`config.mk`:
```
export PLATFORM = sky130hd
export DESIGN_NAME = muldiv_unit_flat
export DESIGN_NICKNAME = d
export VERILOG_FILES = /design/src/rtl/muldiv_unit_pkg.sv /design/src/rtl/muldiv_unit_if.sv /design/src/rtl/muldiv_unit.sv /design/src/flat_wrapper.sv
export SDC_FILE = /design/constraint.sdc
export NUM_CORES = 1
export LEC_CHECK = 0
export CORE_MARGIN = 4
export CORE_UTILIZATION = 30
export CTS_BUF_LIST = sky130_fd_sc_hd__clkbuf_16
export DETAILED_ROUTE_END_ITERATION = 8
export GPL_TIMING_DRIVEN = 0
export SETUP_SLACK_MARGIN = 0.02
export SYNTH_ARGS = -nofsm -noshare
export SYNTH_HDL_FRONTEND = slang
export SYNTH_SLANG_ARGS = --single-unit
```
`constraint.sdc`:
```
create_clock -name clk -period 3.3 [get_ports clk]
set_input_delay 0.495 -clock clk [delete_from_list [all_inputs] [get_ports clk]]
set_output_delay 0.495 -clock clk [all_outputs]
set_load 0.01 [all_outputs]
```
`src/rtl/muldiv_unit_pkg.sv`:
```
// ---------------------------------------------------------------------------
// muldiv_unit_pkg
// Shared constants, types and a reference model for the RV32M multiply/divide
// unit.
//   - F3_* / F7_MULDIV : M-extension funct3/funct7 encodings
//   - muldiv_state_t   : FSM state encoding (IDLE, CALC, FIX, DONE)
//   - ST_* localparams : the same encodings as plain constants for RTL use
//   - muldiv_req_t     : one request (funct3, operands, destination tag)
//   - get_expected_muldiv : behavioural 32-bit reference result
// ---------------------------------------------------------------------------
package muldiv_unit_pkg;

  localparam logic [2:0] F3_MUL    = 3'b000;
  localparam logic [2:0] F3_MULH   = 3'b001;
  localparam logic [2:0] F3_MULHSU = 3'b010;
  localparam logic [2:0] F3_MULHU  = 3'b011;
  localparam logic [2:0] F3_DIV    = 3'b100;
  localparam logic [2:0] F3_DIVU   = 3'b101;
  localparam logic [2:0] F3_REM    = 3'b110;
  localparam logic [2:0] F3_REMU   = 3'b111;

  localparam logic [6:0] F7_MULDIV = 7'b0000001;

  localparam int MULDIV_XLEN = 32;
  localparam int MULDIV_RD_W = 5;

  typedef enum logic [1:0] {
    IDLE = 2'd0,
    CALC = 2'd1,
    FIX  = 2'd2,
    DONE = 2'd3
  } muldiv_state_t;

  // Plain constants mirroring muldiv_state_t, used for the state register.
  localparam logic [1:0] ST_IDLE = 2'd0;
  localparam logic [1:0] ST_CALC = 2'd1;
  localparam logic [1:0] ST_FIX  = 2'd2;
  localparam logic [1:0] ST_DONE = 2'd3;

  typedef struct packed {
    logic [2:0]             f3;
    logic [MULDIV_XLEN-1:0] a;
    logic [MULDIV_XLEN-1:0] b;
    logic [MULDIV_RD_W-1:0] rd;
  } muldiv_req_t;

  // Behavioural RV32M result, including the divide-by-zero and signed
  // overflow corner cases.
  function automatic logic [31:0] get_expected_muldiv(input logic [2:0]  f3,
                                                      input logic [31:0] a,
                                                      input logic [31:0] b);
    logic [63:0] sa;
    logic [63:0] ua;
    logic [63:0] sb;
    logic [63:0] ub;
    logic [63:0] p;
    logic        ovf;
    sa  = {{32{a[31]}}, a};
    ua  = {32'd0, a};
    sb  = {{32{b[31]}}, b};
    ub  = {32'd0, b};
    ovf = (a == 32'h8000_0000) && (b == 32'hFFFF_FFFF);
    p   = 64'd0;
    get_expected_muldiv = 32'd0;
    case (f3)
      F3_MUL:    begin p = ua * ub; get_expected_muldiv = p[31:0];  end
      F3_MULH:   begin p = sa * sb; get_expected_muldiv = p[63:32]; end
      F3_MULHSU: begin p = sa * ub; get_expected_muldiv = p[63:32]; end
      F3_MULHU:  begin p = ua * ub; get_expected_muldiv = p[63:32]; end
      F3_DIV: begin
        if (b == 32'd0)  get_expected_muldiv = 32'hFFFF_FFFF;
        else if (ovf)    get_expected_muldiv = a;
        else             get_expected_muldiv = $signed(a) / $signed(b);
      end
      F3_DIVU: begin
        if (b == 32'd0)  get_expected_muldiv = 32'hFFFF_FFFF;
        else             get_expected_muldiv = a / b;
      end
      F3_REM: begin
        if (b == 32'd0)  get_expected_muldiv = a;
        else if (ovf)    get_expected_muldiv = 32'd0;
        else             get_expected_muldiv = $signed(a) % $signed(b);
      end
      default: begin
        if (b == 32'd0)  get_expected_muldiv = a;
        else             get_expected_muldiv = a % b;
      end
    endcase
  endfunction

endpackage

```
`src/rtl/muldiv_unit_if.sv`:
```
// ---------------------------------------------------------------------------
// muldiv_unit_if
// Request/response handshake bundle between the EX stage and muldiv_unit.
//   in_valid/in_ready : request handshake
//   in_f3             : M-extension funct3
//   in_a, in_b        : rs1/rs2 operands
//   in_rd             : destination tag, carried to out_rd
//   out_valid/out_ready : result handshake
//   out_result, out_rd  : result value and its tag
// master = requester/consumer (pipeline), slave = muldiv_unit.
// ---------------------------------------------------------------------------
interface muldiv_unit_if #(
  parameter int XLEN = 32,
  parameter int RD_W = 5
);

  logic            in_valid;
  logic            in_ready;
  logic [2:0]      in_f3;
  logic [XLEN-1:0] in_a;
  logic [XLEN-1:0] in_b;
  logic [RD_W-1:0] in_rd;
  logic            out_valid;
  logic            out_ready;
  logic [XLEN-1:0] out_result;
  logic [RD_W-1:0] out_rd;

  modport master (
    output in_valid, in_f3, in_a, in_b, in_rd, out_ready,
    input  in_ready, out_valid, out_result, out_rd
  );

  modport slave (
    input  in_valid, in_f3, in_a, in_b, in_rd, out_ready,
    output in_ready, out_valid, out_result, out_rd
  );

endinterface

```
`src/rtl/muldiv_unit.sv`:
```
// ---------------------------------------------------------------------------
// muldiv_unit
// Iterative RV32M multiply/divide unit. Multiplies with a radix-2 shift-add
// and divides with a restoring divider, one bit per cycle for XLEN cycles,
// on operand magnitudes; the sign is applied in a single fix-up cycle.
// Divide-by-zero and signed overflow bypass the datapath and complete in one
// cycle.
// Ports:
//   clk       : clock
//   rst       : synchronous active-high reset (priority over flush)
//   flush     : kills any in-flight operation, returns to IDLE
//   stall_req : hold ID/EX while busy or while a result is back-pressured
//   bus       : muldiv_unit_if slave (request in, result out)
// ---------------------------------------------------------------------------
module muldiv_unit
  import muldiv_unit_pkg::*;
#(
  parameter int XLEN = 32,
  parameter int RD_W = 5
) (
  input  logic          clk,
  input  logic          rst,
  input  logic          flush,
  output logic          stall_req,
  muldiv_unit_if.slave  bus
);

  localparam int CNT_W = $clog2(XLEN);

  logic [1:0]        state_q, state_d;
  logic [CNT_W-1:0]  cnt_q, cnt_d;
  logic [XLEN-1:0]   opB_q, opB_d;
  logic [2*XLEN-1:0] acc_q, acc_d;
  logic              neg_q, neg_d;
  logic [2:0]        f3_q, f3_d;
  logic [XLEN-1:0]   result_q, result_d;
  logic [RD_W-1:0]   rd_q, rd_d;

  // Request decode: signedness, magnitudes and the one-cycle special cases.
  logic            isDiv, isRem, aSigned, bSigned, aNeg, bNeg;
  logic            bZero, divOvf, special;
  logic [XLEN-1:0] absA, absB, specialRes;

  always_comb begin
    isDiv   = bus.in_f3[2];
    isRem   = bus.in_f3[2] & bus.in_f3[1];
    aSigned = (bus.in_f3 == F3_MULH) | (bus.in_f3 == F3_MULHSU) |
              (bus.in_f3 == F3_DIV)  | (bus.in_f3 == F3_REM);
    bSigned = (bus.in_f3 == F3_MULH) | (bus.in_f3 == F3_DIV) |
              (bus.in_f3 == F3_REM);
    aNeg    = aSigned & bus.in_a[XLEN-1];
    bNeg    = bSigned & bus.in_b[XLEN-1];
    absA    = aNeg ? -bus.in_a : bus.in_a;
    absB    = bNeg ? -bus.in_b : bus.in_b;
    bZero   = (bus.in_b == '0);
    divOvf  = ((bus.in_f3 == F3_DIV) | (bus.in_f3 == F3_REM)) &
              (bus.in_a == {1'b1, {(XLEN-1){1'b0}}}) &
              (bus.in_b == '1);
    special = isDiv & (bZero | divOvf);
    // Divide by zero: quotient all-ones, remainder = dividend.
    // Signed overflow: quotient = dividend, remainder = 0.
    if (bZero) specialRes = isRem ? bus.in_a : '1;
    else       specialRes = isRem ? '0 : bus.in_a;
  end

  // One iteration of each algorithm. The accumulator holds the multiplier
  // (low half) under the growing partial product, or the dividend/quotient
  // (low half) under the partial remainder; both start as {0, |a|}.
  logic [XLEN:0]     mulSum;
  logic [2*XLEN-1:0] mulNext;
  logic [XLEN:0]     divShift;
  logic [XLEN+1:0]   divDiff;
  logic              divGe;
  logic [2*XLEN-1:0] divNext;

  always_comb begin
    mulSum   = {1'b0, acc_q[2*XLEN-1:XLEN]} +
               (acc_q[0] ? {1'b0, opB_q} : {(XLEN+1){1'b0}});
    mulNext  = {mulSum, acc_q[XLEN-1:1]};
    divShift = acc_q[2*XLEN-1:XLEN-1];
    divDiff  = {1'b0, divShift} - {2'b00, opB_q};
    divGe    = ~divDiff[XLEN+1];
    divNext  = {(divGe ? divDiff[XLEN-1:0] : divShift[XLEN-1:0]),
                acc_q[XLEN-2:0], divGe};
  end

  // Sign fix-up and result selection for the FIX cycle.
  logic [2*XLEN-1:0] prodFix;
  logic [XLEN-1:0]   quoFix, remFix, fixRes;

  always_comb begin
    prodFix = neg_q ? -acc_q : acc_q;
    quoFix  = neg_q ? -acc_q[XLEN-1:0] : acc_q[XLEN-1:0];
    remFix  = neg_q ? -acc_q[2*XLEN-1:XLEN] : acc_q[2*XLEN-1:XLEN];
    if (!f3_q[2])
      fixRes = (f3_q == F3_MUL) ? prodFix[XLEN-1:0] : prodFix[2*XLEN-1:XLEN];
    else
      fixRes = f3_q[1] ? remFix : quoFix;
  end

  // Next-state logic. Flush overrides everything and blocks acceptance, so a
  // request arriving alongside a flush is simply not taken.
  always_comb begin
    state_d  = state_q;
    cnt_d    = cnt_q;
    opB_d    = opB_q;
    acc_d    = acc_q;
    neg_d    = neg_q;
    f3_d     = f3_q;
    result_d = result_q;
    rd_d     = rd_q;
    if (flush) begin
      state_d = ST_IDLE;
    end else begin
      case (state_q)
        ST_IDLE: begin
          if (bus.in_valid) begin
            f3_d = bus.in_f3;
            rd_d = bus.in_rd;
            if (special) begin
              result_d = specialRes;
              state_d  = ST_DONE;
            end else begin
              acc_d   = {{XLEN{1'b0}}, absA};
              opB_d   = absB;
              neg_d   = isRem ? aNeg : (aNeg ^ bNeg);
              cnt_d   = '0;
              state_d = ST_CALC;
            end
          end
        end
        ST_CALC: begin
          acc_d = f3_q[2] ? divNext : mulNext;
          cnt_d = cnt_q + CNT_W'(1);
          if (cnt_q == CNT_W'(XLEN-1)) state_d = ST_FIX;
        end
        ST_FIX: begin
          result_d = fixRes;
          state_d  = ST_DONE;
        end
        default: begin
          if (bus.out_ready) state_d = ST_IDLE;
        end
      endcase
    end
  end

  // State registers; reset wins over flush since it is checked first.
  always_ff @(posedge clk) begin
    if (rst) begin
      state_q  <= ST_IDLE;
      cnt_q    <= '0;
      opB_q    <= '0;
      acc_q    <= '0;
      neg_q    <= 1'b0;
      f3_q     <= '0;
      result_q <= '0;
      rd_q     <= '0;
    end else begin
      state_q  <= state_d;
      cnt_q    <= cnt_d;
      opB_q    <= opB_d;
      acc_q    <= acc_d;
      neg_q    <= neg_d;
      f3_q     <= f3_d;
      result_q <= result_d;
      rd_q     <= rd_d;
    end
  end

  // in_ready depends on state only; stall_req also looks at out_ready in DONE.
  always_comb begin
    bus.in_ready   = (state_q == ST_IDLE);
    bus.out_valid  = (state_q == ST_DONE);
    bus.out_result = result_q;
    bus.out_rd     = rd_q;
    stall_req      = (state_q == ST_CALC) | (state_q == ST_FIX) |
                     ((state_q == ST_DONE) & ~bus.out_ready);
  end

endmodule

```
`src/flat_wrapper.sv`:
```
// flat-port wrapper written by rule: the top's interface ports become plain ports
module muldiv_unit_flat import muldiv_unit_pkg::*;
#(
  parameter int XLEN = 32,
  parameter int RD_W = 5
)
  (clk, rst, flush, stall_req, bus_in_valid, bus_in_f3, bus_in_a, bus_in_b, bus_in_rd, bus_out_ready, bus_in_ready, bus_out_valid, bus_out_result, bus_out_rd);
  muldiv_unit_if #(.XLEN(XLEN), .RD_W(RD_W)) bus_i ();
  input  logic clk;
  input  logic rst;
  input  logic flush;
  output logic stall_req;
  input wire logic [$bits(bus_i.in_valid)-1:0] bus_in_valid;
  input wire logic [$bits(bus_i.in_f3)-1:0] bus_in_f3;
  input wire logic [$bits(bus_i.in_a)-1:0] bus_in_a;
  input wire logic [$bits(bus_i.in_b)-1:0] bus_in_b;
  input wire logic [$bits(bus_i.in_rd)-1:0] bus_in_rd;
  input wire logic [$bits(bus_i.out_ready)-1:0] bus_out_ready;
  output wire logic [$bits(bus_i.in_ready)-1:0] bus_in_ready;
  output wire logic [$bits(bus_i.out_valid)-1:0] bus_out_valid;
  output wire logic [$bits(bus_i.out_result)-1:0] bus_out_result;
  output wire logic [$bits(bus_i.out_rd)-1:0] bus_out_rd;
  assign bus_i.in_valid = bus_in_valid;
  assign bus_i.in_f3 = bus_in_f3;
  assign bus_i.in_a = bus_in_a;
  assign bus_i.in_b = bus_in_b;
  assign bus_i.in_rd = bus_in_rd;
  assign bus_i.out_ready = bus_out_ready;
  assign bus_in_ready = bus_i.in_ready;
  assign bus_out_valid = bus_i.out_valid;
  assign bus_out_result = bus_i.out_result;
  assign bus_out_rd = bus_i.out_rd;
  muldiv_unit #(.XLEN(XLEN), .RD_W(RD_W)) u_core (.clk(clk), .rst(rst), .flush(flush), .stall_req(stall_req), .bus(bus_i));
endmodule
```
Word-level counts from Yosys, hierarchy flattened
Index checks and enable logic that the tools add are counted.
{ "op_classes": {"n_bitwise": 21, "eq_ne": 14, "n_mux": 29, "add_sub_neg": 8, "reduce_logical": 12} }
{ "ops": {"columns": ["op", "n"], "rows": [
  ["32-bit two-way mux", 14],
  ["64-bit two-way mux", 4],
  ["32-bit negator", 4],
  ["64-bit one-hot mux with 2 select lines", 1],
  ["32-bit == test (second input constant)", 2],
  ["64-bit negator", 1],
  ["32-bit one-hot mux with 2 select lines", 1],
  ["33-bit by 32-bit subtractor with 34-bit output", 1],
  ["32-bit by 33-bit adder with 33-bit output", 1],
  ["32-bit logical NOT", 1],
  ["4-bit AND reduction", 3],
  ["5-bit two-way mux", 2],
  ["5-bit one-hot mux with 2 select lines", 1],
  ["1-bit OR", 9],
  ["2-bit two-way mux", 4],
  ["1-bit bitwise AND", 7],
  ["3-bit == test (second input constant)", 2],
  ["2-bit one-hot mux with 3 select lines", 1],
  ["3-bit AND reduction", 2],
  ["5-bit by 1-bit adder with 5-bit output (second input constant)", 1],
  ["5-bit == test (second input constant)", 1],
  ["2-bit == test (second input constant)", 2],
  ["2-bit by 1-bit inequality test with 1-bit output (second input constant)", 2],
  ["2-bit inequality test (second input constant)", 2],
  ["11 further kinds", 15]
]} }
{ "totals": {"input_bits": 77, "wordCells": 92, "register_bits": 144} }

Logic depth before layout (Yosys ltp)
Gate-level depths: netlist (run 1).
{ "depth": {"depth_word": 9, "mapped_depth": 14, "depth_no_buf": 14} }

Least setup slack after synthesis (run 1)
No wires, ideal clock.
{ "synth_timing": {"path_type": "input port to flip-flop", "startpoint": "input port bus_in_b[28]", "endpoint": "register u_core.acc_q[60]", "stages": 12, "arrival_ns": 3.257, "setup_time_ns": 0.133, "required_ns": 3.167, "setup_slack_ns": -0.090, "cell_sequence": "or4_1 or4_4 nor4_4 a2111oi_1 or3_1 buf_2 nor2b_4 and2_1 buf_6 and3_4 a211oi_2 o311ai_1"} }
{ "synth_via": {"elab_chain_len": 6, "word_cells_on_any_way": 7, "cone_classes": "eq/ne (2); bitwise (3); reduce/logical (2)"} }
{ "synth_rtl": {"columns": ["element", "line", "text"], "rows": [
  ["start: declaration", "flat_wrapper.sv:16", "input wire logic [$bits(bus_i.in_b)-1:0] bus_in_b;"],
  ["32-bit == test", "muldiv_unit.sv:58", "(bus.in_b == '1);"],
  ["1-bit bitwise AND", "muldiv_unit.sv:57", "(bus.in_a == {1'b1, {(XLEN-1){1'b0}}}) &"],
  ["1-bit OR *", "muldiv_unit.sv:59", "special = isDiv & (bZero | divOvf);"],
  ["1-bit bitwise AND *", "muldiv_unit.sv:59", null],
  ["2-bit inequality test (no source line) *", null, null],
  ["4-bit AND reduction (no source line) *", null, null],
  ["end signal: assignment", "muldiv_unit.sv:154", "acc_q <= '0;"],
  ["end signal: assignment", "muldiv_unit.sv:163", "acc_q <= acc_d;"],
  ["end: declaration", "muldiv_unit.sv:33", "logic [2*XLEN-1:0] acc_q, acc_d;"]
]} }
Mark *: on every way between the ends. The rest lies on a longest branch, timed or not.
A chain may end at the register's enable or synchronous reset.

Worst setup path after layout (run 1)
{ "layout_timing": {"startpoint": "register u_core.state_q[0]", "endpoint": "register u_core.result_q[25] (netlist: u_core.bus.out_result[25])"} }
{ "layout_via": {"elab_chain_len": 3, "word_cells_on_any_way": 7, "cone_classes": "eq/ne (3); mux (1); reduce/logical (3)"} }
{ "layout_rtl": {"columns": ["element", "line", "text"], "rows": [
  ["start: declaration", "muldiv_unit.sv:30", "logic [1:0] state_q, state_d;"],
  ["start signal: assignment", "muldiv_unit.sv:160", "state_q <= state_d;"],
  ["2-bit logical NOT / 2-bit == test (equally long branches)", "muldiv_unit.sv:115", "case (state_q)"],
  ["2-bit by 1-bit inequality test with 1-bit output (no source line) (tied with other cells)", null, null],
  ["4-bit AND reduction (no source line)", null, null],
  ["end signal: assignment", "muldiv_unit.sv:166", "result_q <= result_d;"],
  ["end: declaration", "muldiv_unit.sv:36", "logic [XLEN-1:0] result_q, result_d;"]
]} }
Parallel ways exist; a longest one is shown, timed or not.

==> results.md, run 1 <==
Status:
- The flow ran to the end, but the final reports show violations.
- The checks that failed: negative setup slack.

Setup path:
- The required time at the worst-slack endpoint is about 3.6 ns.
- Of all nets on the critical path, the largest fanout is 10.
- In this run the worst setup path begins at u_core.state_q[0]$_SDFFE_PP0P_.
- The endpoint arrival time on the critical path is 3.65 ns.
- By startpoint and endpoint, the worst setup path is classified as flip-flop to flip-flop.
- The startpoint of the worst register-to-register path is u_core.state_q[0]$_SDFFE_PP0P_.
- The worst setup path is captured at a flip-flop.
- STA classifies the critical path startpoint as a flip-flop.

Detailed routing:
- The first TritonRoute pass finished after 6 iterations.
- The initial DRC count is roughly 1800.
- Dividing the detail-routed wire length by the instance count gives 24.23 um.
- After detailed routing, the number of vias per cell comes to 5.978.
- Once detail routing completed, the nets flagged for antenna violations numbered 0.
- The total vias in the final route is 16590.
- The final layout contains routed wiring with a total length of 67240 um.
- The number of remaining DRC errors is 0.

Cells and area:
- From synthesis to final layout, the design area changed by 29.00%.
- The cell area after layout is 18120 sq um.
- The count of cells in the finished layout, fillers not included, comes to 2775.
- Fill cells in the final layout number roughly 4900.
- In the final layout, the multi-input gates occupy 11290 sq um.
- In the layout the commonest cells are nor2_1 (191), nand2_1 (187), a21oi_1 (167).
- The area occupied by registers is around 2900 sq um.
- The layout cell share with drive strength beyond 1 is 15.13%.
- The diode insertion count for antenna repair is 0.
- After the last flow step, the layout net total stands at around 2300.
- The library cell used most frequently in the layout, excluding fill and tap cells, is nor2_1.

Logic synthesis:
- In this run, synthesis produced a sequential element count of 144.
- Of all flip-flops after synthesis, the portion carrying an async set or reset was 0%.
- Sequential cells were found to cover 20.52% of the synthesized design area.
- The count of unique library cells instantiated by Yosys is 81.
- Yosys printed 0 warnings.
- Counting flops with a built-in enable in the synthesized netlist gives 0.
- The post-synth net total is 2119.
- The most used flip-flop cell after synthesis is dfxtp_1.
- Counting every instance in the synthesized netlist gives 1964.
- After synthesis the cells add up to approximately 14000 sq um.
- The per-instance average area after synthesis is 7.152 sq um.

Placed design:
- The number of placed instances, taps included, is 2685.
- At the end of routability-driven placement, the weighted congestion stood at between 0.9 and 1.
- The placed instances occupy a cell area of 15960 sq um.
- The number of input and output port buffers inserted is 113.
- After legalization and detailed placement, the total HPWL measured 51980 um.

GRT:
- The number of global-route vias before repair is about 16000.
- The maximum number of pins on one net before global-route repair is 17.
- The number of antenna violations at the first check in global routing is 1.
- For this run the aggregate overflow at the end of global routing stands at 0.
- The global router's overall resource usage is 25.55%.
- The first global-routing pass estimated 98370 um of wire.

Clocking:
- In this run, CTS created clock tree buffers numbering 17.
- The clock reaches the later pin of the worst-skew pair after ~0.48 ns.
- For this design, the CTS-stage hold fixing added 0 buffers.
- After clock tree synthesis, the clock-pin slew on the worst setup and hold paths is 0.06 ns.
- The clock net in this run drives a total of 144 sinks.
- TritonCTS built the clock tree.
- The H-tree was split into 4 levels.
- In this run the deepest clock path goes through 2 buffers.
- The clock root buffer master is clkbuf_16.

STA:
- In the post-route analysis, the smallest setup slack over all paths is -0.03262 ns.
- The max-slew headroom at the worst pin is about 29%.
- Setup repair after global routing could not meet its margin everywhere.
- Clock skew on the completed layout was measured at around 0.016 ns.
- The final number of max-transition violations is 0.
- The final critical-path required period is 3.333 ns.
- At the pin with the least slew margin, the transition time is 1.071 ns.
- For this run, the top clock speed supported by timing is 300.1 MHz.
- The worst path uses 101.0% of the clock period.
- The total setup violations reported at the end of the flow is 1.
- The hold violation total from the final report was 0.

Min path:
- The worst hold path begins at bus_in_b[29].
- The worst min-delay path class is primary input to flip-flop.

Flow run:
- The number of max-cap violations is 0.

Power:
- Power comes to ~5600 uW.
- Power spread over the standard cell area amounts to 311.0 nW/um^2.
- VDD sags by at most 0.0004037 V.
- The analysis attributes to cell leakage a power of 0.006888 uW.

Floorplan:
- The initial core utilization is 30.23%.
- In this run the standard cell core region covers 46460 sq um.
- From left edge to right edge, the die measures 224.4 um.
- The number of standard-cell rows in the floorplan is 79.
- The floorplan step defined a die boundary enclosing 50350 sq um.
- The die extent in y is roughly 220 um.
- During I/O placement, the number of pins put on the boundary was 117.
-- routing by layer --
metal  global-route usage (%)  wire [um]
met1                    36.05      29160
met2                    38.87      29150
met5                        0          0
met4                    7.628       1918
met3                    6.030       7014
-- synthesized netlist by cell type, types with 26 or more instances --
master / number / share of area (%)
a211oi_1: 52 / 2.8
a21o_1: 26 / 1.4
a21oi_1: 182 / 6.5
clkbuf_1: 132 / 3.5
dfxtp_1: 144 / 21
ha_1: 76 / 6.8
inv_1: 64 / 1.7
mux2i_1: 43 / 3.1
nand2_1: 190 / 5.1
nand3_1: 28 / 1.0
nor2_1: 202 / 5.4
nor3_1: 47 / 1.7
o211ai_1: 34 / 1.8
o21ai_0: 144 / 5.1
o31ai_1: 27 / 1.4
xnor2_1: 97 / 6.0
xor2_1: 91 / 5.7
-- registers in the layout (all words and copies together) (netlist names) --
signal and cells:
u_core.state_q 2, u_core.bus.out_result 32, u_core.bus.out_rd 5, u_core.f3_q 3, u_core.opB_q 32, u_core.acc_q 64, u_core.neg_q 1, u_core.cnt_q 5
-- stage by stage --
stage / hold slack (ns) / worst slack, ns / setup TNS, ns / utilization [%]
2_1_floorplan: 0.4362 / 0.03078 / 0 / -
3_3_place_gp: 0.4431 / -2.189 / -195.12 / 34.34
3_5_place_dp: 0.4560 / -1.981 / -198.63 / 34.36
4_1_cts: 0.3721 / -0.05035 / -0.05035 / 37.77
5_1_grt: 0.4107 / -0.04110 / -0.09960 / 39.00
6_report: 0.3905 / -0.03262 / -0.03262 / 39.00
-- worst paths after layout --
path / to / slack (ns) / cells after the start
worst max register to register: u_core.bus.out_result[25]$_SDFFE_PP0P_ / -0.03 / 7
worst min-delay path: u_core.opB_q[29]$_SDFFE_PP0P_ / 0.39 / 3
worst min register to register: u_core.bus.out_result[28]$_SDFFE_PP0P_ / 0.46 / 2
worst max-delay path: u_core.bus.out_result[25]$_SDFFE_PP0P_ / -0.03 / 7
-- cell families after synthesis --
kind of cell               synth area share, %
adders and majority gates                7.126
and+or+nand+nor                          21.57
xor gates and xnor gates                 11.72
AOI/OAI and AO/OA                        29.99
muxes                                    3.225
DFF                                      20.52
buffers and inverters                    5.835
-- where the power goes --
| part | internal [uW] | switching (uW) | total, uW |
|---|---|---|---|
| clock | 1100 | 890 | 1990 |
| sequential | 1800 | 70.7 | 1870 |
| combinational | 648 | 1120 | 1770 |
-- layout make-up --
cell class,instances,area share [%]
buffer,140,3.812
clock buffer,17,2.348
clock inverter,15,0.8010
inverter,64,1.353
multi-input combinational,1608,62.28
sequential,144,16.01
tap,607,4.191
timing repair buffer,180,9.205
-- worst max-delay path: stages (launching register included) --
cell,delay (ns)
dfxtp_1,0.35
inv_1,0.09
ha_1,0.35
clkbuf_1,0.70
clkbuf_1,0.73
o221ai_1,0.49
o21ai_2,0.33
a21oi_1,0.11
-- repair_timing --
item                                    in CTS  in global routing
resized for setup                          194                144
gates cloned                                 2                  0
pin swaps                                   38                 31
endpoints found under the setup margin     134                106
setup buffers                               45                 19
Note: power is estimated with default switching activity, not from simulation.
==> run 2, diff against run 1 <==
- PLACE_DENSITY: not set -> 0.51
==> results.md, run 2 (synthesis results as in run 1) <==
Flow run:
- The number of max-cap violations came to 0 (unchanged).

Setup path:
- The depth of the worst register-to-register path is 13 (+6).
- The critical path's largest stage delay is 0.42 ns (-0.31 ns).
- The cell seen most often among critical-path stages is o21ai_0.
- STA classifies the critical path startpoint as a flip-flop.
- The signal on the critical path passes through ha_4 > inv_2 > fa_2 > a211oi_2 > o21bai_2 > o21ai_1 > o21ai_0 > a41oi_2 > o21ai_0 > a21oi_1 > xnor2_1 > o21ai_0 > a221o_1.
- The category of the critical setup timing path is flip-flop to flip-flop.
- The endpoint arrival time on the critical path is 3.62 ns (-0.03 ns).
- The worst setup path is captured at a flip-flop.
- The maximum net fanout on the critical path is 3 (-7).
- The required time at the worst-slack endpoint is 3.64 ns (+0.02 ns).
- The cell at the slowest stage of the critical path is dfxtp_4.

Min path:
- The number of cells on the worst hold path is 3 (unchanged).
- The worst min-delay path class is primary input to flip-flop.

Detailed routing:
- The via density per instance is 5.795 (-3.1%).
- The total vias in the final route is 16020 (-3.4%).
- The first-pass detailed-route iteration total is 9 (+3).
- The initial DRC count was 1446 (-18%).
- The detailed-route wire length is 65370 um (-2.8%).
- The average wire length per cell after detail routing is 23.64 um (-2.4%).
- The residual antenna-violating net count after detailed routing is 0 (unchanged).
- The number of remaining DRC errors is 1 (+1).

STA:
- Setup repair after global routing could not meet its margin everywhere.
- The hold violation total from the final report was 0 (unchanged).
- The worst hold slack after final layout is 0.4133 ns (+0.02279 ns).
- The total setup violations reported at the end of the flow is 0 (-1).
- The max-slew headroom at the worst pin is 20.84% (-7.8 points).
- The ratio of final minimum period to clock period is 99.34% (-1.6 points).
- The timing-limited maximum frequency is 305.0 MHz (+1.7%).
- The worst-case clock skew is 0.01007 ns (-0.006296 ns).
- The slew of the pin with the lowest slew margin is 1.187 ns (+0.1168 ns).
- The final number of max-transition violations was 0 (unchanged).
- The final critical-path required period was 3.278 ns (-0.05430 ns).

Floorplan:
- The core outline area is 46460 sq um (unchanged).
- The top-level port count came to 117 (unchanged).
- The initial core utilization was 30.23% (unchanged).
- The number of standard-cell rows in the floorplan was 79 (unchanged).
- The die extent in y is 224.4 um (unchanged).
- The die footprint is 50350 sq um (unchanged).
- The die extent in x is 224.4 um (unchanged).

Cells and area:
- The final core utilization is 39.10% (+0.092 points).
- The library cells used most frequently in the layout, excluding fill and tap cells, are nor2_1 (196), nand2_1 (187), a21oi_1 (165).
- The library cell used most frequently in the layout, excluding fill and tap cells, is nor2_1.
- The diode insertion count for antenna repair is 0 (unchanged).
- The register ranked first by flip-flop count is u_core.acc_q.
- The filler-free cell count of the finished design is 2765 (-0.36%).
- The flip-flop count of the largest register after layout is 64 (unchanged).
- The area growth from synthesis to final layout is 29.31%.
- The layout cell share with drive strength beyond 1 was 15.48% (+0.35 points).
- The final net count was 2300 (-0.43%).

Clocking:
- The number of sinks handled by clock tree synthesis is 144 (unchanged).
- The worst-case clock buffer depth was 2 (unchanged).
- The insertion delay of the later-clocked pin in the worst-skew pair came to 0.46 ns (-0.02 ns).
- The maximum level of the CTS H-tree came to 4 (unchanged).
- The total clock buffers created by CTS was 17 (unchanged).
- TritonCTS built the clock tree.
- The clock-pin transition on the worst setup and hold timing paths is 0.06 ns (about the same).
- The tree is rooted in a clkbuf_16.

Placed design:
- The HPWL reported at the end of detailed placement is 50980 um (-1.9%).
- The weighted congestion at the end of routability-driven global placement is 0.9713 (+0.91%).
- The number of input and output port buffers inserted is 113 (unchanged).
- The instance count after placement with tap cells included is 2684 (-0.037%).

GRT:
- The maximum number of pins on one net before global-route repair is 17 (unchanged).
- The number of global-route vias before repair is 14840 (-4.4%).
- The global router's overall resource usage was 24.69% (-0.86 points).
- The number of antenna violations at the first check in global routing is 0 (-1).
- The wire length of the first global-routing pass was 94710 um (-3.7%).
- The total congestion overflow after global routing is 0 (unchanged).

Power:
- The worst-case vdd ir drop is 0.0003441 V (-15%).
- The total power is 5569 uW (-1.2%).
- The total leakage power is 0.006863 uW (-0.36%).
- The power density normalized to cell area came to 306.6 nW/um^2 (-1.4%).

Status:
- The checks that failed: design-rule violations.
- The flow ran to the end, but the final reports show violations.
run 2: cell count changes in the layout (fill, tap and decap cells not counted), sizes merged:
cell,delta
clkinvlp,-1
dlygate4sd2,+3
inv,+2
clkinv,-1
clkdlybuf4s50,-1
dlymetal6s2s,+1
clkbuf,-8
buf,-5
run 2: layer usage:
layer / GRT usage [%] / wire length [um] / up-vias
met2: 37.31 / 28270 / 639
met4: 8.399 / 1994 / 0
met5: 0 / 0 / -
met1: 34.76 / 29900 / 7766
li1: - / - / 7523
met3: 5.586 / 5200 / 94
run 2: timing repair:
action / CTS / global route
gates cloned: 2 / 0
hold buffers: 0 / 0
endpoints found under the setup margin: 134 / 85
pin swaps: 45 / 50
setup buffers: 37 / 21
gates resized for setup: 219 / 152
run 2: worst max-delay path: cells and delay by family, from the launching register on:
kind	cells	cell delay, ns
flops	1	0.42
buf+inv	1	0.03
fa+ha+maj	2	0.51
compound gates	9	2.04
xor+xnor	1	0.16
run 2: stage by stage:
stage | setup slack (ns) | instance area, sq um | TNS (ns)
final | 0.02167 | 18160 | 0
after CTS | 0.006039 | 17540 | 0
after detailed placement | -2.049 | 15950 | -192.35
after global routing | -0.1103 | 18160 | -0.5038
after global placement | -2.176 | 15950 | -199.38
after floorplan | 0.03078 | 14060 | 0
run 2: cell type report:
type | instances | area [sq um]
buffer | 137 | 719.4
clock buffer | 17 | 425.4
clock inverter | 15 | 146.4
fill | 4887 | 28290
inverter | 64 | 252.7
multi-input combinational | 1608 | 11310
sequential | 144 | 2933
tap | 607 | 759.5
timing repair buffer | 173 | 1613
run 2: worst paths after layout:
kind                                         startpoint                               endpoint  slack (ns)
setup / recovery           u_core.opB_q[0]$_SDFFE_PP0P_          u_core.acc_q[54]$_SDFFE_PP0P_        0.02
hold / removal                             bus_in_b[29]          u_core.opB_q[29]$_SDFFE_PP0P_        0.41
setup reg to reg           u_core.opB_q[0]$_SDFFE_PP0P_          u_core.acc_q[54]$_SDFFE_PP0P_        0.02
hold reg to reg   u_core.bus.out_result[5]$_SDFFE_PP0P_  u_core.bus.out_result[5]$_SDFFE_PP0P_        0.46
run 2: power breakdown:
group / leakage [uW] / total (uW) / switching [uW] / internal [uW]
logic: 0.00540 / 1720 / 1080 / 634
registers: 0.00118 / 1880 / 77.1 / 1800
clock network: 0.000279 / 1980 / 871 / 1110
==> run 3, diff against run 2 <==
- CTS_CLUSTER_SIZE: not set -> 30
- GPL_TIMING_DRIVEN: 0 -> 1
==> results.md, run 3 (synthesis results as in run 1) <==
Status:
- The flow ran to the end, and the final reports show no timing, DRC or antenna violations.

Setup path:
- Walking the worst path, the cells encountered are buf_4 > and2_1 > ha_4 > inv_2 > fa_2 > nand2b_4 > a21oi_2 > o32ai_2 > o21ai_2 > o32a_1 > a31oi_2 > o21ai_1 > buf_4 > a211o_1 > a22oi_2 > nor3b_1.
- The start point of the critical path is u_core.opB_q[0]$_SDFFE_PP0P_.
- STA classifies the critical path endpoint as a flip-flop.
- In this run the critical register-to-register path is launched from u_core.opB_q[0]$_SDFFE_PP0P_.
- The slowest stage of the critical path belongs to the cell o32a_1.
- The critical path's largest stage delay is 0.39 ns (-0.03 ns).
- The required time at the worst-slack endpoint is 3.62 ns (-0.02 ns).
- The endpoint arrival time on the critical path came to 3.62 ns (about the same).
- By instance count, the cell type seen most on the critical path is buf_4.
- The startpoint class of the critical path is a flip-flop.
- The maximum net fanout on the critical path was 2 (-1).
- The category of the critical setup timing path is flip-flop to flip-flop.

Floorplan:
- The die extent in x came to 224.4 um (unchanged).
- The top-level port count is 117 (unchanged).
- The number of standard-cell rows in the floorplan is 79 (unchanged).
- The core outline area is 46460 sq um (unchanged).
- The initial core utilization came to 30.23% (unchanged).
- The die footprint is 50350 sq um (unchanged).
- The die extent in y was 224.4 um (unchanged).

GRT:
- The wire length of the first global-routing pass is 87570 um (-7.5%).
- The number of antenna violations at the first check in global routing is 0 (unchanged).
- The number of global-route vias before repair came to 15440 (+4.0%).
- The global router's overall resource usage is 21.89% (-2.8 points).
- The total congestion overflow after global routing came to 0 (unchanged).
- The maximum number of pins on one net before global-route repair is 82 (+65).

Detailed routing:
- The detailed-route wire length is 57970 um (-11%).
- The total vias in the final route is 16200 (+1.1%).
- The initial DRC count is 1399 (-3.3%).
- The number of remaining DRC errors is 0 (-1).
- The via density per instance is 5.494 (-5.2%).
- The average wire length per cell after detail routing came to 19.66 um (-17%).
- The first-pass detailed-route iteration total is 5 (-4).
- The residual antenna-violating net count after detailed routing is 0 (unchanged).

Cells and area:
- The area occupied by registers is 2919 sq um (-0.47%).
- The diode insertion count for antenna repair came to 0 (unchanged).
- The number of filler cells placed in the layout is 4811 (-1.6%).
- The layout cell share with drive strength beyond 1 is 22.84% (+7.4 points).
- The final net count was 2484 (+8.0%).
- Relative to the synthesized area, the layout overhead comes to 39.50%.
- The register ranked first by flip-flop count is u_core.acc_q.
- The multi-input logic area was 10820 sq um (-4.4%).
- The most frequent standard cell in the layout excluding fill and tap cells is buf_4.
- The library cells used most frequently in the layout, excluding fill and tap cells, are buf_4 (354), nor2_1 (201), nand2_1 (190).
- The flip-flop count of the largest register after layout is 64 (unchanged).

Placed design:
- The weighted congestion at the end of routability-driven global placement is 0.9341 (-3.8%).
- The number of input and output port buffers inserted was 116 (+2.7%).
- The post-placement worst setup slack is -0.6837 ns (+1.365 ns).
- The HPWL reported at the end of detailed placement came to 44560 um (-13%).

STA:
- The final number of max-transition violations is 0 (unchanged).
- Setup repair after global routing could not meet its margin everywhere.
- The final critical-path required period is 3.299 ns (+0.02074 ns).
- The worst-case clock skew is 0.01017 ns (+0.0001005 ns).
- The total setup violations reported at the end of the flow is 0 (unchanged).
- The final critical-path setup slack is 0.0009321 ns (-0.02074 ns).
- The ratio of final minimum period to clock period is 99.97% (+0.63 points).
- The max-slew headroom at the worst pin came to 47.58% (+27 points).
- The hold violation total from the final report was 0 (unchanged).
- The setup total negative slack is 0 ns (unchanged).
- The slew of the pin with the lowest slew margin was 0.7781 ns (-0.4092 ns).
- The timing-limited maximum frequency is 303.1 MHz (-0.63%).

Power:
- The total leakage power came to 0.007999 uW (+17%).
- The worst-case vdd ir drop is 0.0003802 V (+11%).
- The power density normalized to cell area was 285.5 nW/um^2 (-6.9%).

Clocking:
- The maximum level of the CTS H-tree is 4 (unchanged).
- The total clock buffers created by CTS is 17 (unchanged).
- The worst-case clock buffer depth was 2 (unchanged).
- The root buffer cell chosen for the clock tree is clkbuf_16.
- The clock-pin transition on the worst setup and hold timing paths was 0.06 ns (about the same).
- TritonCTS built the clock tree.
- The number of sinks handled by clock tree synthesis came to 144 (unchanged).
- The insertion delay of the later-clocked pin in the worst-skew pair is 0.46 ns (about the same).
- The number of hold-repair buffers added at the cts stage is 0 (unchanged).

Min path:
- In this run the most critical hold path is launched from u_core.bus.out_rd[4]$_SDFFE_PP0P_.
- The tightest min-delay check is of the flip-flop to flip-flop type.

Flow run:
- The number of max-cap violations is 0 (unchanged).
run 3: critical path, delay by kind of cell, from the launching register on:
kind | cells | cell delay, ns
compound gates | 8 | 1.72
buf+inv | 3 | 0.34
fa+ha+maj | 2 | 0.38
simple gates | 3 | 0.37
flops | 1 | 0.34
run 3: stage by stage:
step                      instances  util (%)  instance area [sq um]  hold slack [ns]  total power (uW)
final                          2949     42.18                  19590           0.4559              5594
after global routing           2949     42.18                  19590           0.4791              5842
after CTS                      2929     41.04                  19070           0.4423              5546
after detailed placement       2887     39.19                  18210           0.4467              3539
after global placement         2887     39.19                  18210           0.4413              3530
after floorplan                1964         -                  14060           0.4362              2804
run 3: metal layers:
metal  up-vias  routed length [um]  GRT usage (%)
met5         -                   0              0
met4         0                1409          6.462
met3        72                3853          4.137
met2       529               26490          34.82
met1      7711               26220          30.29
li1       7890                   -              -
run 3: cell type report:
type	instances	area share, %
Tap cell	607	3.876
Clock inverter	15	0.7471
Sequential cell	144	14.90
Inverter	64	1.252
Timing Repair Buffer	494	21.86
Multi-Input combinational cell	1608	55.20
Clock buffer	17	2.171
run 3: final timing paths:
path                                            end  slack (ns)  cells after the start
hold / removal    u_core.bus.out_rd[4]$_SDFFE_PP0P_        0.46                      2
setup reg to reg      u_core.acc_q[63]$_SDFFE_PP0P_      0.0009                     16
setup / recovery      u_core.acc_q[63]$_SDFFE_PP0P_      0.0009                     16
hold reg to reg   u_core.bus.out_rd[4]$_SDFFE_PP0P_        0.46                      2
run 3: what timing repair did:
action / 4_1_cts / 5_1_grt
gates cloned: 2 / 3
gates resized for setup: 47 / 87
endpoints found under the setup margin: 52 / 96
pin swaps: 14 / 38
buffers inserted: 8 / 17
run 3: report_power, final:
part           leakage, uW  switching, uW  internal [uW]
clock             0.000272            865           1110
sequential         0.00118           70.3           1800
combinational      0.00655            983            770
total              0.00800           1920           3680
